**config.mk**
```make
export PLATFORM = sky130hd
export DESIGN_NAME = hamming_secded_counter_scrub_flat
export DESIGN_NICKNAME = d
export VERILOG_FILES = /design/src/rtl/hamming_secded_counter_scrub_if.sv /design/src/rtl/hamming_secded_counter_scrub.sv /design/src/flat_wrapper.sv
export SDC_FILE = /design/constraint.sdc
export NUM_CORES = 1
export LEC_CHECK = 0
export CAP_MARGIN = 5
export CORE_ASPECT_RATIO = 2
export CORE_MARGIN = 5
export CORE_UTILIZATION = 49
export DETAILED_ROUTE_END_ITERATION = 6
export GPL_TIMING_DRIVEN = 0
export PLACE_DENSITY = 0.81
export SKIP_LAST_GASP = 1
export SYNTH_ARGS = -nofsm -noshare
export SYNTH_HDL_FRONTEND = slang
export SYNTH_SLANG_ARGS = --single-unit
```
**constraint.sdc**
```tcl
create_clock -name clk -period 3.5 [get_ports clk]
set_input_delay 0.525 -clock clk [delete_from_list [all_inputs] [get_ports clk]]
set_output_delay 0.525 -clock clk [all_outputs]
set_load 0.03 [all_outputs]
```
**src/rtl/hamming_secded_counter_scrub_if.sv**
```systemverilog
// Bus bundle for the SEC-DED protected counter: control/injection inputs and
// decoded count, raw codeword and error status outputs.
interface hamming_secded_counter_scrub_if #(
  parameter int unsigned WIDTH     = 8,
  parameter int unsigned ERR_CNT_W = 8
);
  localparam int unsigned CW_W = (WIDTH / 4) * 8;

  logic                 enable;
  logic                 clear;
  logic                 inject_en;
  logic [CW_W-1:0]      inject_mask;
  logic [WIDTH-1:0]     counter;
  logic [CW_W-1:0]      codeword;
  logic                 ready;
  logic                 corr_pulse;
  logic                 uncorrectable;
  logic [ERR_CNT_W-1:0] err_corr_cnt;
  logic [ERR_CNT_W-1:0] err_uncorr_cnt;

  modport master (
    output enable, clear, inject_en, inject_mask,
    input  counter, codeword, ready, corr_pulse, uncorrectable,
           err_corr_cnt, err_uncorr_cnt
  );

  modport slave (
    input  enable, clear, inject_en, inject_mask,
    output counter, codeword, ready, corr_pulse, uncorrectable,
           err_corr_cnt, err_uncorr_cnt
  );
endinterface

```
**src/rtl/hamming_secded_counter_scrub.sv**
```systemverilog
// Up-counter stored only as per-nibble SEC-DED codewords, with an idle-time
// scrubber that corrects single errors and freezes on double errors.
module hamming_secded_counter_scrub #(
  parameter int unsigned WIDTH        = 8,
  parameter int unsigned SCRUB_PERIOD = 16,
  parameter int unsigned ERR_CNT_W    = 8
) (
  input logic                          clk,
  input logic                          reset,
  hamming_secded_counter_scrub_if.slave bus
);
  localparam int unsigned BLOCKS = WIDTH / 4;
  localparam int unsigned CW_W   = BLOCKS * 8;
  localparam int unsigned TMR_W  = $clog2(SCRUB_PERIOD);

  typedef enum logic [1:0] {RUN, CHECK, WRITEBACK, FAULT} state_t;

  state_t               state_q, state_d;
  logic [CW_W-1:0]      cw_q, cw_d;
  logic [TMR_W-1:0]     tmr_q, tmr_d;
  logic [ERR_CNT_W-1:0] ccnt_q, ccnt_d;
  logic [ERR_CNT_W-1:0] ucnt_q, ucnt_d;
  logic                 pulse_q, pulse_d;
  logic [WIDTH-1:0]     chk_word_q, chk_word_d;
  logic                 chk_fix_q, chk_fix_d;

  logic [WIDTH-1:0]     dec_word;
  logic                 any_sgl;
  logic                 any_dbl;

  // Block layout {q, p2, p1, p0, d3, d2, d1, d0}; q makes the byte even parity.
  function automatic logic [7:0] enc_blk(input logic [3:0] d);
    logic [2:0] p;
    p[0] = d[0] ^ d[2] ^ d[3];
    p[1] = d[0] ^ d[1] ^ d[3];
    p[2] = d[0] ^ d[1] ^ d[2];
    return {^{p, d}, p, d};
  endfunction

  function automatic logic [CW_W-1:0] enc_word(input logic [WIDTH-1:0] w);
    logic [CW_W-1:0] c;
    c = '0;
    for (int unsigned i = 0; i < BLOCKS; i++) c[i*8 +: 8] = enc_blk(w[i*4 +: 4]);
    return c;
  endfunction

  // Returns {double_error, single_error, corrected_data}.
  function automatic logic [5:0] dec_blk(input logic [7:0] c);
    logic [3:0] d;
    logic [2:0] s;
    logic       k;
    d = c[3:0];
    s = c[6:4] ^ {d[0] ^ d[1] ^ d[2], d[0] ^ d[1] ^ d[3], d[0] ^ d[2] ^ d[3]};
    k = ^c;
    if (k) begin
      case (s)
        3'b011:  d[3] = ~d[3];
        3'b101:  d[2] = ~d[2];
        3'b110:  d[1] = ~d[1];
        3'b111:  d[0] = ~d[0];
        default: ;
      endcase
    end
    return {(s != 3'b000) && !k, k, d};
  endfunction

  function automatic logic [ERR_CNT_W-1:0] sat_inc(input logic [ERR_CNT_W-1:0] v);
    return (&v) ? v : v + ERR_CNT_W'(1);
  endfunction

  // Whole-word decode of the stored codeword.
  always_comb begin
    logic [5:0] r;
    dec_word = '0;
    any_sgl  = 1'b0;
    any_dbl  = 1'b0;
    for (int unsigned i = 0; i < BLOCKS; i++) begin
      r                  = dec_blk(cw_q[i*8 +: 8]);
      dec_word[i*4 +: 4] = r[3:0];
      any_sgl            = any_sgl | r[4];
      any_dbl            = any_dbl | r[5];
    end
  end

  always_ff @(posedge clk or negedge reset) begin
    if (!reset) begin
      state_q    <= RUN;
      cw_q       <= '0;
      tmr_q      <= '0;
      ccnt_q     <= '0;
      ucnt_q     <= '0;
      pulse_q    <= 1'b0;
      chk_word_q <= '0;
      chk_fix_q  <= 1'b0;
    end else begin
      state_q    <= state_d;
      cw_q       <= cw_d;
      tmr_q      <= tmr_d;
      ccnt_q     <= ccnt_d;
      ucnt_q     <= ucnt_d;
      pulse_q    <= pulse_d;
      chk_word_q <= chk_word_d;
      chk_fix_q  <= chk_fix_d;
    end
  end

  // Next-state logic; injection lands on top of the update, clear beats everything.
  always_comb begin
    state_d    = state_q;
    cw_d       = cw_q;
    tmr_d      = tmr_q;
    ccnt_d     = ccnt_q;
    ucnt_d     = ucnt_q;
    pulse_d    = 1'b0;
    chk_word_d = chk_word_q;
    chk_fix_d  = chk_fix_q;

    case (state_q)
      RUN: begin
        if (bus.enable) begin
          if (any_dbl) begin
            ucnt_d  = sat_inc(ucnt_q);
            state_d = FAULT;
          end else begin
            cw_d  = enc_word(dec_word + WIDTH'(1));
            tmr_d = '0;
            if (any_sgl) begin
              ccnt_d  = sat_inc(ccnt_q);
              pulse_d = 1'b1;
            end
          end
        end else if (tmr_q == TMR_W'(SCRUB_PERIOD - 1)) begin
          tmr_d   = '0;
          state_d = CHECK;
        end else begin
          tmr_d = tmr_q + TMR_W'(1);
        end
      end
      CHECK: begin
        chk_word_d = dec_word;
        chk_fix_d  = any_sgl;
        if (any_dbl) begin
          ucnt_d  = sat_inc(ucnt_q);
          state_d = FAULT;
        end else begin
          state_d = WRITEBACK;
        end
      end
      WRITEBACK: begin
        cw_d = enc_word(chk_word_q);
        if (chk_fix_q) begin
          ccnt_d  = sat_inc(ccnt_q);
          pulse_d = 1'b1;
        end
        state_d = RUN;
      end
      FAULT:   ;
      default: state_d = RUN;
    endcase

    if (bus.inject_en) cw_d = cw_d ^ bus.inject_mask;

    if (bus.clear) begin
      state_d    = RUN;
      cw_d       = '0;
      tmr_d      = '0;
      ccnt_d     = '0;
      ucnt_d     = '0;
      pulse_d    = 1'b0;
      chk_word_d = '0;
      chk_fix_d  = 1'b0;
    end
  end

  assign bus.counter        = dec_word;
  assign bus.codeword       = cw_q;
  assign bus.ready          = (state_q == RUN);
  assign bus.uncorrectable  = (state_q == FAULT);
  assign bus.corr_pulse     = pulse_q;
  assign bus.err_corr_cnt   = ccnt_q;
  assign bus.err_uncorr_cnt = ucnt_q;
endmodule

```
**src/flat_wrapper.sv**
```systemverilog
// flat-port wrapper written by rule: the top's interface ports become plain ports
module hamming_secded_counter_scrub_flat 
#(
  parameter int unsigned WIDTH        = 8,
  parameter int unsigned SCRUB_PERIOD = 16,
  parameter int unsigned ERR_CNT_W    = 8
)
  (clk, reset, bus_enable, bus_clear, bus_inject_en, bus_inject_mask, bus_counter, bus_codeword, bus_ready, bus_corr_pulse, bus_uncorrectable, bus_err_corr_cnt, bus_err_uncorr_cnt);
  hamming_secded_counter_scrub_if #(.WIDTH(WIDTH), .ERR_CNT_W(ERR_CNT_W)) bus_i ();
  input logic clk;
  input logic reset;
  input wire logic [$bits(bus_i.enable)-1:0] bus_enable;
  input wire logic [$bits(bus_i.clear)-1:0] bus_clear;
  input wire logic [$bits(bus_i.inject_en)-1:0] bus_inject_en;
  input wire logic [$bits(bus_i.inject_mask)-1:0] bus_inject_mask;
  output wire logic [$bits(bus_i.counter)-1:0] bus_counter;
  output wire logic [$bits(bus_i.codeword)-1:0] bus_codeword;
  output wire logic [$bits(bus_i.ready)-1:0] bus_ready;
  output wire logic [$bits(bus_i.corr_pulse)-1:0] bus_corr_pulse;
  output wire logic [$bits(bus_i.uncorrectable)-1:0] bus_uncorrectable;
  output wire logic [$bits(bus_i.err_corr_cnt)-1:0] bus_err_corr_cnt;
  output wire logic [$bits(bus_i.err_uncorr_cnt)-1:0] bus_err_uncorr_cnt;
  assign bus_i.enable = bus_enable;
  assign bus_i.clear = bus_clear;
  assign bus_i.inject_en = bus_inject_en;
  assign bus_i.inject_mask = bus_inject_mask;
  assign bus_counter = bus_i.counter;
  assign bus_codeword = bus_i.codeword;
  assign bus_ready = bus_i.ready;
  assign bus_corr_pulse = bus_i.corr_pulse;
  assign bus_uncorrectable = bus_i.uncorrectable;
  assign bus_err_corr_cnt = bus_i.err_corr_cnt;
  assign bus_err_uncorr_cnt = bus_i.err_uncorr_cnt;
  hamming_secded_counter_scrub #(.WIDTH(WIDTH), .SCRUB_PERIOD(SCRUB_PERIOD), .ERR_CNT_W(ERR_CNT_W)) u_core (.clk(clk), .reset(reset), .bus(bus_i));
endmodule
```
* Yosys cells after proc, flatten, opt, wreduce, memory -nomap -nowiden *
Index checks and enable logic that the tools add are counted.

word-level totals
  register bits after elaboration = 48
  bits of input ports = 21
  output and inout bits = 43
  logic and storage cells = 146

operators by class
  add/subtract/negate cells = 4
  equal/unequal tests = 19
  mux-type cells = 48
  bitwise operators = 43
  reductions and logical operators = 24

operators by type and width
  operator               count
  $mux W8                12
  $mux W16               4
  $pmux W16 S2           1
  $pmux W8 S2            2
  $xor A1 B1 Y1          30
  $mux W4                7
  $reduce_xor A7 Y1      4
  $add A8 B1 Y8 const B  3
  $eq A3 B3 Y1 const B   6
  $mux W1                16
  $reduce_and A8 Y1      2
  $reduce_xor A8 Y1      2
  $xor A16 B16 Y16       1
  $reduce_bool A3 Y1     4
  $ne A3 B3 Y1 const B   3
  $mux W2                4
  $ne A4 B3 Y1 const B   2
  $not A1 Y1             8
  $eq A3 B2 Y1 const B   2
  $ne A3 B2 Y1 const B   2
  $pmux W2 S3            1
  $xor A3 B3 Y3          2
  $reduce_and A5 Y1      1
  $add A4 B1 Y4 const B  1
  12 further kinds       18

* Longest topological paths before layout *
Gate-level depths: netlist (run 1).

  depth after elaboration = 16
  mapped depth = 16
  mapped depth without buffers = 15

* Worst setup path after synthesis (run 1) *
Ideal clock, no wire load.

  path kind = register to register
  start = register u_core.cw_q[1], in the netlist u_core.bus.codeword[1]
  end = register u_core.cw_q[15], in the netlist u_core.bus.codeword[15]
  setup time = 126 ps
  data arrival time = 3,769 ps
  required time = 3,374 ps
  slack = -395 ps
  cell stages (with the launch flop) = 16
  path buffers = 1
  clock period less this slack = 3,895 ps
  cells stage by stage = dfrtp_1 -> buf_2 -> xor2_1 -> xnor2_1 -> o211ai_1 -> xor2_1 -> inv_1 -> ha_1 -> nand2_1 -> mux2i_1 -> a21oi_1 -> a311o_1 -> xnor2_1 -> nand4bb_1 -> nand4_1 -> a311o_1

on the way
  longest elaborated chain between the ends = 16
  elaborated cells between the ends (all ways) = 32
  classes of those cells = 1 x add/sub; 4 x eq/ne; 10 x mux; 12 x bitwise; 5 x reduce/logical

RTL lines
  element                                               line                                                                                                        source
  start, declared                                       hamming_secded_counter_scrub.sv:19                                                                          logic [CW_W-1:0] cw_q, cw_d;
  start signal, assigned                                hamming_secded_counter_scrub.sv:97                                                                          cw_q <= cw_d;
  $xor A1 B1 Y1 (2 in a row)                            hamming_secded_counter_scrub.sv:53                                                                          s = c[6:4] ^ {d[0] ^ d[1] ^ d[2], d[0] ^ d[1] ^ d[3], d[0] ^ d[2] ^ d[3]};
  $xor A3 B3 Y3                                         hamming_secded_counter_scrub.sv:53
  $eq A3 B3 Y1                                          hamming_secded_counter_scrub.sv:56                                                                          case (s)
  $mux W1                                               hamming_secded_counter_scrub.sv:56
  $mux W4 (*)                                           hamming_secded_counter_scrub.sv:55                                                                          if (k) begin
  named net bus_counter[1]                              flat_wrapper.sv:16                                                                                          output wire logic [$bits(bus_i.counter)-1:0] bus_counter;
  $add A8 B1 Y8 (*)                                     hamming_secded_counter_scrub.sv:125                                                                         cw_d = enc_word(dec_word + WIDTH'(1));
  $xor A1 B1 Y1, on equally long branches (2 in a row)  hamming_secded_counter_scrub.sv:34, hamming_secded_counter_scrub.sv:35, hamming_secded_counter_scrub.sv:36
  $reduce_xor A7 Y1 (*)                                 hamming_secded_counter_scrub.sv:37                                                                          return {^{p, d}, p, d};
  $mux W16 (*)                                          hamming_secded_counter_scrub.sv:121                                                                         if (any_dbl) begin
  $mux W16 (*)                                          hamming_secded_counter_scrub.sv:120                                                                         if (bus.enable) begin
  $pmux W16 S2 (*)                                      hamming_secded_counter_scrub.sv:118                                                                         case (state_q)
  $xor A16 B16 Y16                                      hamming_secded_counter_scrub.sv:161                                                                         if (bus.inject_en) cw_d = cw_d ^ bus.inject_mask;
  $mux W16 (*)                                          hamming_secded_counter_scrub.sv:161
  $mux W16 (*)                                          hamming_secded_counter_scrub.sv:163                                                                         if (bus.clear) begin
  named net u_core.cw_d[15]                             hamming_secded_counter_scrub.sv:19

The timed path passes the listed nets; every way through them passes the cells marked *.
A chain may end at the register's enable or synchronous reset.

* Worst setup path after layout (run 1) *
  start = register u_core.cw_q[6], in the netlist u_core.bus.codeword[6]
  end = register u_core.cw_q[13], in the netlist u_core.bus.codeword[13]

on the way
  longest elaborated chain between the ends = 13
  elaborated cells between the ends (all ways) = 24
  classes of those cells = 1 x add/sub; 4 x eq/ne; 10 x mux; 5 x bitwise; 4 x reduce/logical

RTL lines
  element                                       line                                 source
  $xor A3 B3 Y3                                 hamming_secded_counter_scrub.sv:53
  $eq A3 B3 Y1 or $eq A3 B2 Y1 (tied branches)  hamming_secded_counter_scrub.sv:56
  $mux W1                                       hamming_secded_counter_scrub.sv:56
  $mux W4                                       hamming_secded_counter_scrub.sv:55
  $add A8 B1 Y8                                 hamming_secded_counter_scrub.sv:125
  $xor A1 B1 Y1 (2 in a row)                    hamming_secded_counter_scrub.sv:35   p[1] = d[0] ^ d[1] ^ d[3];
  $mux W16 (*)                                  hamming_secded_counter_scrub.sv:121
  $mux W16 (*)                                  hamming_secded_counter_scrub.sv:120
  $pmux W16 S2 (*)                              hamming_secded_counter_scrub.sv:118
  $xor A16 B16 Y16                              hamming_secded_counter_scrub.sv:161
  $mux W16 (*)                                  hamming_secded_counter_scrub.sv:161
  $mux W16 (*)                                  hamming_secded_counter_scrub.sv:163
  named net u_core.cw_d[13]                     hamming_secded_counter_scrub.sv:19

Marks and branches as above.

==> impl_metrics.tcl, run 1 <==
set metrics [dict create \
    row_count 45 \
    synthCells 427 \
    firstDrtPassIters 5 \
    path_max_fanout 6 \
    crit_path_max_incr_delay_ns 0.56 \
    routed.top_layer "met4" \
    met1Wirelength_mm 4.08 \
    synth_most_common_cell "nor2_1" \
    final_nets 541 \
    tightest_slew_ns 0.730 \
    worstPathArrival_ns 3.67 \
    path_delay_family "XOR/XNOR gates" \
    gp_congestion 0.923 \
    cts.path.max_buffers 2 \
    fin_skew_ns 0.00958 \
    max_cap_violations 0 \
    synth_seq_area_share_pct 31.5 \
    ant_nets 0 \
    grt_max_degree 40 \
    port_buffers 62 \
    fin_ws_ns 0.00949 \
    fmax_ghz 0.286 \
    dpl.hpwl_mm 8.07 \
    cp_slowest_cell "or4_4" \
    met3_length_um 536 \
    finalInstanceArea_mm2 0.00530 \
    clk_pin_slew_worst_paths_ns 0.07 \
    overflow 0 \
    clk_latency_ns 0.30 \
    core_area_mm2 0.00760 \
    io-pin-count 64 \
    htree_levels 2 \
    die-area_mm2 0.00975 \
    post-route-min-period_ns 3.49 \
    wl_mm 11.5 \
    crit_chain "xnor2_4 > xnor2_4 > buf_4 > xnor2_1 > o311ai_2 > a21o_4 > or4_4 > and2_4 > xnor2_1 > a32oi_1 > mux2_1" \
    grt_setup_unrepaired "true" \
    diodes 0 \
    path_buf_inv 1 \
    yosysTopAreaCell "dfrtp_1" \
    numCtsBuffers 5 \
    synth_commonest_cells "50 x nor2_1, 49 x xnor2_1, 48 x dfrtp_1" \
    synth_edf_count 0 \
    start_util_pct 50.1 \
    synthesis.area_mm2 0.00381 \
    yosysWarnings 0 \
    cp-end-kind "register" \
    start_kind "register" \
    drive_gt1_share_pct 21.6 \
    syn-mean-instance-area_um2 8.93 \
    drv_slew 0 \
    fin_util_pct 69.7 \
    post-place-ws_ns -0.445 \
    synth_top_area_share_pct 31.5 \
    holdBufCountCts 0 \
    clock_sinks 48 \
    synth_cell_types 69 \
    grt_pass1_wl_mm 18.0 \
    placed_area_mm2 0.00473 \
    cts-root-buf "clkbuf_16" \
    status "finished clean" \
    worstSetupPathType "reg -> reg" \
    wl_per_cell_um 18.9 \
    drt_iter0_markers 306 \
    wl_met2_mm 6.40 \
    whs_ns 0.0926 \
    async_flop_share_pct 100 \
    grt_antenna_before_repair 0 \
    routed_via_density 6.06 \
    die_h_um 135 \
    grt_use_total_pct 23.4 \
    synthFlopType "dfrtp_1" \
    holdCritPathClass "in -> async" \
    drc 0 \
    vias 3680 \
    syn-num-nets 456 \
    synthTopCellsByArea "dfrtp_1 32%, xnor2_1 11%, xor2_1 5.7%, nor2_1 4.9%, nand2_1 4.1%" \
    crit_required_ns 3.68 \
    cts_tree "done" \
    fin_crit_sh_pct 99.7 \
    max_slew_margin_pct 51.0 \
    area_growth_pct 39.0 \
    finalHoldViolations 0 \
    ys_seq_elements 48 \
    grt_pass1_vias 3820 \
    die_w_um 72.4 \
    setup_viol 0 \
]
==> path summary, 6_finish.rpt <==
kind	startpoint	endpoint	slack, ns	cells past startpoint
min in group clk	u_core.tmr_q[1]	u_core.tmr_q[1]	0.53	2
worst max-delay path	u_core.bus.codeword[6]	u_core.bus.codeword[13]	0.009	11
worst max register to register	u_core.bus.codeword[6]	u_core.bus.codeword[13]	0.009	11
max in group asynchronous	reset	u_core.bus.codeword[2]	2.90	2
worst min-delay path	reset	u_core.bus.codeword[7]	0.09	1
worst min register to register	u_core.tmr_q[1]	u_core.tmr_q[1]	0.53	2
==> worst register-to-register path, delay by kind of cell, from the launching register on <==
family	cells	cell delay (ns)
compound gates	3	0.66
xor+xnor	4	0.92
buf+inv	1	0.18
flops	1	0.53
mux	1	0.34
simple gates	2	0.74
==> per-stage QoR <==
stage | setup TNS [ns] | instances
2_1_floorplan | 0 | 427
3_3_place_gp | -0.858 | 583
3_5_place_dp | -1.37 | 584
4_1_cts | -0.0531 | 593
5_1_grt | -0.530 | 607
6_report | 0 | 607
==> sequential cells by signal (all words and copies together) (netlist names) <==
register                   flops
u_core.state_q                 2
u_core.bus.codeword           16
u_core.chk_fix_q               1
u_core.bus.err_corr_cnt        8
u_core.bus.err_uncorr_cnt      8
u_core.bus.corr_pulse          1
u_core.tmr_q                   4
u_core.chk_word_q              8
==> per-layer routing <==
metal  up-vias  global-route usage, %
met5         -                      0
li1       1672                      -
met1      1833                   23.9
met4         0                   14.2
met2       139                   43.2
met3        36                   3.43
==> cell families (layout without fill, tap and decap cells) <==
kind of cell / Yosys count / in the layout / synth area share [%]
flip-flops: 48 / 48 / 31.5
AO/OA/AOI/OAI: 82 / 82 / 16.1
buffers and inverters: 38 / 124 / 6.63
AND/OR/NAND/NOR: 161 / 161 / 20.7
XOR/XNOR: 80 / 80 / 19.7
multiplexers: 10 / 10 / 2.66
adder cells (fa/ha/maj): 8 / 8 / 2.63
==> cell type report <==
type	count	area, um^2
fillers	575	2300
clock buffers	6	129
flip-flops and latches	48	1210
plain buffers	25	218
multi-input cells	341	2780
inverters	11	43.8
clock inverters	2	35.0
well taps	94	118
repair buffers	80	768
==> cell usage in the layout, fill, tap and decap left out, types with 6 or more instances in the layout <==
cell              n
a211oi_1          8
xor2_1           17
dfrtp_1          42
inv_1             8
clkdlybuf4s50_1  59
xnor2_4           8
nand3_1          11
ha_1              7
nand2_1          39
a222oi_1          7
xnor2_2           7
clkbuf_1         11
nor2_1           50
nor3_1           13
mux2i_1           8
xnor2_1          37
o21ai_0          12
a21oi_1          11
buf_4            19
dfrtp_2           6
nand4_1           6
==> timing repair <==
item,4_1_cts,5_1_grt
gates resized for setup,16,27
pin swaps,5,11
buffers inserted,3,14
endpoints found under the setup margin,8,15
Power of run 1 is not shown: default switching activity piles up to over one toggle a cycle in this logic, so the estimate is an artifact.
==> inputs of run 2 (changes only) <==
==> constraint.sdc (replaced) <==
create_clock -name clk -period 3.2 [get_ports clk]
set_input_delay 0.48 -clock clk [delete_from_list [all_inputs] [get_ports clk]]
set_output_delay 0.48 -clock clk [all_outputs]
set_load 0.03 [all_outputs]
==> impl_metrics.tcl, run 2 (synthesis gave the netlist of run 1 again) <==
set metrics [dict create \
    cp_slowest_cell "dfrtp_2" \
    clk_pin_slew_worst_paths_ns 0.07 \
    ant_nets 0 \
    fin_crit_sh_pct 109 \
    clk_latency_ns 0.30 \
    cts-root-buf "clkbuf_16" \
    worstPathArrival_ns 3.67 \
    drive_gt1_share_pct 24.3 \
    core_area_mm2 0.00760 \
    max_cap_violations 0 \
    final_cell_mix "55 x clkdlybuf4s50_1, 50 x nor2_1, 42 x dfrtp_1" \
    setup_viol 7 \
    firstDrtPassIters 5 \
    grt_pass1_vias 3967 \
    path_max_fanout 5 \
    start_kind "register" \
    grt_use_total_pct 24.7 \
    fmax_ghz 0.286 \
    routed_via_density 5.93 \
    path_delay_family "simple AND/OR/NAND/NOR gates" \
    fin_skew_ns 0.0133 \
    crit_chain "buf_6 > xor2_2 > nor3_1 > o211ai_1 > xor2_2 > inv_4 > ha_4 > nand2_2 > mux2i_4 > buf_6 > and4_4 > or3_4 > nand4_1 > a211o_1 > nand4_1 > a311o_1" \
    final_common_cell "clkdlybuf4s50_1" \
    drv_slew 0 \
    io-pin-count 64 \
    violations "setup timing" \
    crit_required_ns 3.38 \
    grt_max_degree 40 \
    cts.path.max_buffers 2 \
    post-route-min-period_ns 3.49 \
    drt_iter0_markers 249 \
    max_slew_margin_pct 63.7 \
    whs_ns 0.0381 \
    die_h_um 135 \
    area_growth_pct 42.5 \
    cts_tree "done" \
    post-place-ws_ns -0.685 \
    clock_sinks 48 \
    diodes 0 \
    wl_mm 11.8 \
    gp_congestion 0.892 \
    crit_path_max_incr_delay_ns 0.42 \
    final_nets 550 \
    port_buffers 62 \
    numCtsBuffers 5 \
    fin_ws_ns -0.292 \
    wl_per_cell_um 19.2 \
    drc 0 \
    grt_antenna_before_repair 0 \
    cp-end-kind "register" \
    worstSetupPathType "reg -> reg" \
    finalHoldViolations 0 \
    start_util_pct 50.1 \
    die-area_mm2 0.00975 \
    tightest_slew_ns 0.545 \
    holdCritPathClass "in -> async" \
    dpl.hpwl_mm 8.12 \
    status "complete, but fails checks" \
    path_buf_inv 3 \
    grt_setup_unrepaired "true" \
    largest_reg_flops 16 \
    overflow 0 \
    htree_levels 2 \
    holdBufCountCts 0 \
    row_count 45 \
    vias 3652 \
    grt_pass1_wl_mm 18.9 \
    die_w_um 72.4 \
]
-- run 2: worst register-to-register path, delay by kind of cell (launching register included) --
| kind | cells | cell delay, ns |
|---|---|---|
| AOI/OAI and AO/OA | 3 | 0.78 |
| xor gates and xnor gates | 2 | 0.51 |
| adders and majority gates | 1 | 0.17 |
| buffers and inverters | 3 | 0.38 |
| DFF | 1 | 0.42 |
| muxes | 1 | 0.09 |
| and+or+nand+nor | 6 | 1.03 |
-- run 2: timing repair --
item,in CTS,in global routing
gates resized for setup,42,13
endpoints found under the hold margin,0,0
setup endpoints to repair,27,20
pin swaps,15,11
buffers inserted,16,9
-- run 2: cell type report --
type / instances / area, um^2
fill: 563 / 2170
timing repair buffer: 88 / 827
multi-input combinational: 341 / 2870
sequential: 48 / 1210
inverter: 11 / 43.8
buffer: 26 / 229
clock inverter: 1 / 5.00
clock buffer: 7 / 133
tap: 94 / 118
-- run 2: per-stage QoR --
stage | instances | area [um^2] | TNS, ns | util (%)
5_1_grt | 616 | 5430 | -2.58 | 71.4
6_report | 616 | 5430 | -1.28 | 71.4
3_5_place_dp | 584 | 4770 | -4.40 | 62.8
3_3_place_gp | 583 | 4760 | -2.91 | 62.6
2_1_floorplan | 427 | 4020 | -0.807 | -
4_1_cts | 607 | 5270 | -1.01 | 69.3
-- run 2: worst paths after layout --
check                                  startpoint                       to  cells after the start  slack, ns
max                        u_core.bus.codeword[3]  u_core.bus.codeword[15]                     16      -0.29
min                                         reset   u_core.bus.codeword[7]                      1       0.04
max reg2reg                u_core.bus.codeword[3]  u_core.bus.codeword[15]                     16      -0.29
min reg2reg                       u_core.tmr_q[2]          u_core.tmr_q[2]                      1       0.53
max in group asynchronous                   reset   u_core.bus.codeword[2]                      2       2.65
min in group clk                  u_core.tmr_q[2]          u_core.tmr_q[2]                      1       0.53
-- run 2: per-layer routing --
| layer | share of wire, % | up-vias | global-route usage, % |
|---|---|---|---|
| met2 | 56 | 137 | 45.1 |
| li1 | - | 1692 | - |
| met5 | 0 | - | 0 |
| met3 | 4.0 | 38 | 3.80 |
| met4 | 4.5 | 0 | 14.2 |
| met1 | 35 | 1785 | 25.8 |
Power of run 2 is left out for the same reason.
==> inputs of run 3 (changes only) <==
--- a/config.mk
+++ b/config.mk
@@ -16,3 +16,4 @@
 export SYNTH_ARGS = -nofsm -noshare
 export SYNTH_HDL_FRONTEND = slang
 export SYNTH_SLANG_ARGS = --single-unit
+export TNS_END_PERCENT = 5
==> impl_metrics.tcl, run 3 (synthesis gave the netlist of run 1 again) <==
set metrics [dict create \
    post-route-min-period_ns 3.51 \
    port_buffers 62 \
    grt_setup_unrepaired "true" \
    fin_util_pct 69.7 \
    drt_iter0_markers 198 \
    instances_no_fill 610 \
    status "complete, but fails checks" \
    violations "setup timing" \
    clk_pin_slew_worst_paths_ns 0.07 \
    ant_nets 0 \
    setup_viol 21 \
    firstDrtPassIters 5 \
    whs_ns 0.0408 \
    fin_skew_ns 0.0112 \
    reg2reg_depth 15 \
    place_inst 584 \
    cp-end-kind "register" \
    cts_tree "done" \
    vias 3598 \
    finalInstanceArea_mm2 0.00530 \
    overflow 0 \
    grt_use_total_pct 24.1 \
    row_count 45 \
    final_cell_mix "60 x clkdlybuf4s50_1, 50 x nor2_1, 42 x dfrtp_1" \
    cts.path.max_buffers 2 \
    worstSetupPathType "reg -> reg" \
    worstPathArrival_ns 3.70 \
    routed_via_density 5.90 \
    wl_per_cell_um 18.6 \
    gp_congestion 0.917 \
    path_buf_inv 2 \
    clock_sinks 48 \
    holdCritPathClass "in -> async" \
    wl_mm 11.3 \
    area_growth_pct 39.1 \
    crit_path_max_incr_delay_ns 0.51 \
    grt_pass1_vias 3805 \
    holdBufCountCts 0 \
    r2r-start "u_core.bus.codeword[6]" \
    start_util_pct 50.1 \
    worstSetupStartpoint "u_core.bus.codeword[6]" \
    crit_chain "xor2_2 > nor3_1 > o211ai_1 > xor2_2 > inv_4 > ha_4 > nand2_2 > mux2i_4 > buf_4 > and4_2 > or3_4 > nand4_1 > a211o_1 > nand4_1 > a311o_1" \
    fin_ws_ns -0.315 \
    drc 0 \
    max_slew_margin_pct 56.9 \
    start_kind "register" \
    grt_antenna_before_repair 0 \
    path_depth 15 \
    path_delay_family "simple AND/OR/NAND/NOR gates" \
    cp_slowest_cell "dfrtp_2" \
    placed_area_mm2 0.00477 \
    grt_max_degree 40 \
    die_h_um 135 \
    finalHoldViolations 0 \
    final_nets 544 \
    largest_reg_flops 16 \
    fillers 584 \
    drv_slew 0 \
    crit_required_ns 3.38 \
    fmax_ghz 0.285 \
    core_area_mm2 0.00760 \
    fin_crit_sh_pct 110 \
    dpl.hpwl_mm 8.12 \
    grt_pass1_wl_mm 18.3 \
    path_max_fanout 5 \
    numCtsBuffers 5 \
    die-area_mm2 0.00975 \
    final_common_cell "clkdlybuf4s50_1" \
    cts-root-buf "clkbuf_16" \
    clk_latency_ns 0.30 \
    drive_gt1_share_pct 21.5 \
    htree_levels 2 \
    io-pin-count 64 \
    diodes 0 \
    max_cap_violations 0 \
    die_w_um 72.4 \
    tightest_slew_ns 0.647 \
]
==> run 3: changes by cell type in the layout (fill, tap and decap cells not counted), moves of 3 or more <==
cell,previous run,this run
buf_4,26,20
clkdlybuf4s50_1,55,60
xnor2_1,33,37
xnor2_2,10,6
xor2_4,6,2
a21oi_1,9,12
dlygate4sd2_1,4,1
xor2_1,14,17
==> run 3: layout make-up <==
cell class,count,area [um^2],area share [%]
Timing Repair Buffer,82,790,14.9
Multi-Input combinational cell,341,2730,51.6
Sequential cell,48,1210,22.8
Inverter,11,43.8,0.826
Tap cell,94,118,2.22
Clock buffer,6,139,2.62
Buffer,26,229,4.32
Clock inverter,2,38.8,0.732
==> run 3: stage by stage <==
stage | setup WS, ns | setup TNS (ns)
floorplan | -0.247 | -0.831
global placement | -0.589 | -3.39
detailed placement | -0.561 | -4.39
CTS | -0.212 | -1.58
global route | -0.459 | -6.22
finish | -0.315 | -2.46
==> run 3: layer usage <==
layer	global-route usage (%)	vias to the layer above	wire (um)
met2	44.2	120	6330
met4	13.8	0	522
met1	25.0	1763	4010
met5	0	-	0
li1	-	1677	-
met3	3.95	38	454
==> run 3: repair_timing <==
item	in CTS	in global routing
setup buffers	19	0
pin swaps	13	1
gates resized for setup	29	1
endpoints found under the setup margin	27	26
==> run 3: worst paths after layout <==
path | end | slack [ns]
max in group asynchronous | u_core.bus.codeword[2] | 2.65
min in group clk | u_core.tmr_q[1] | 0.51
hold / removal | u_core.bus.codeword[7] | 0.04
setup reg to reg | u_core.bus.codeword[15] | -0.31
setup / recovery | u_core.bus.codeword[15] | -0.31
hold reg to reg | u_core.tmr_q[1] | 0.51
Power of run 3 is left out for the same reason.
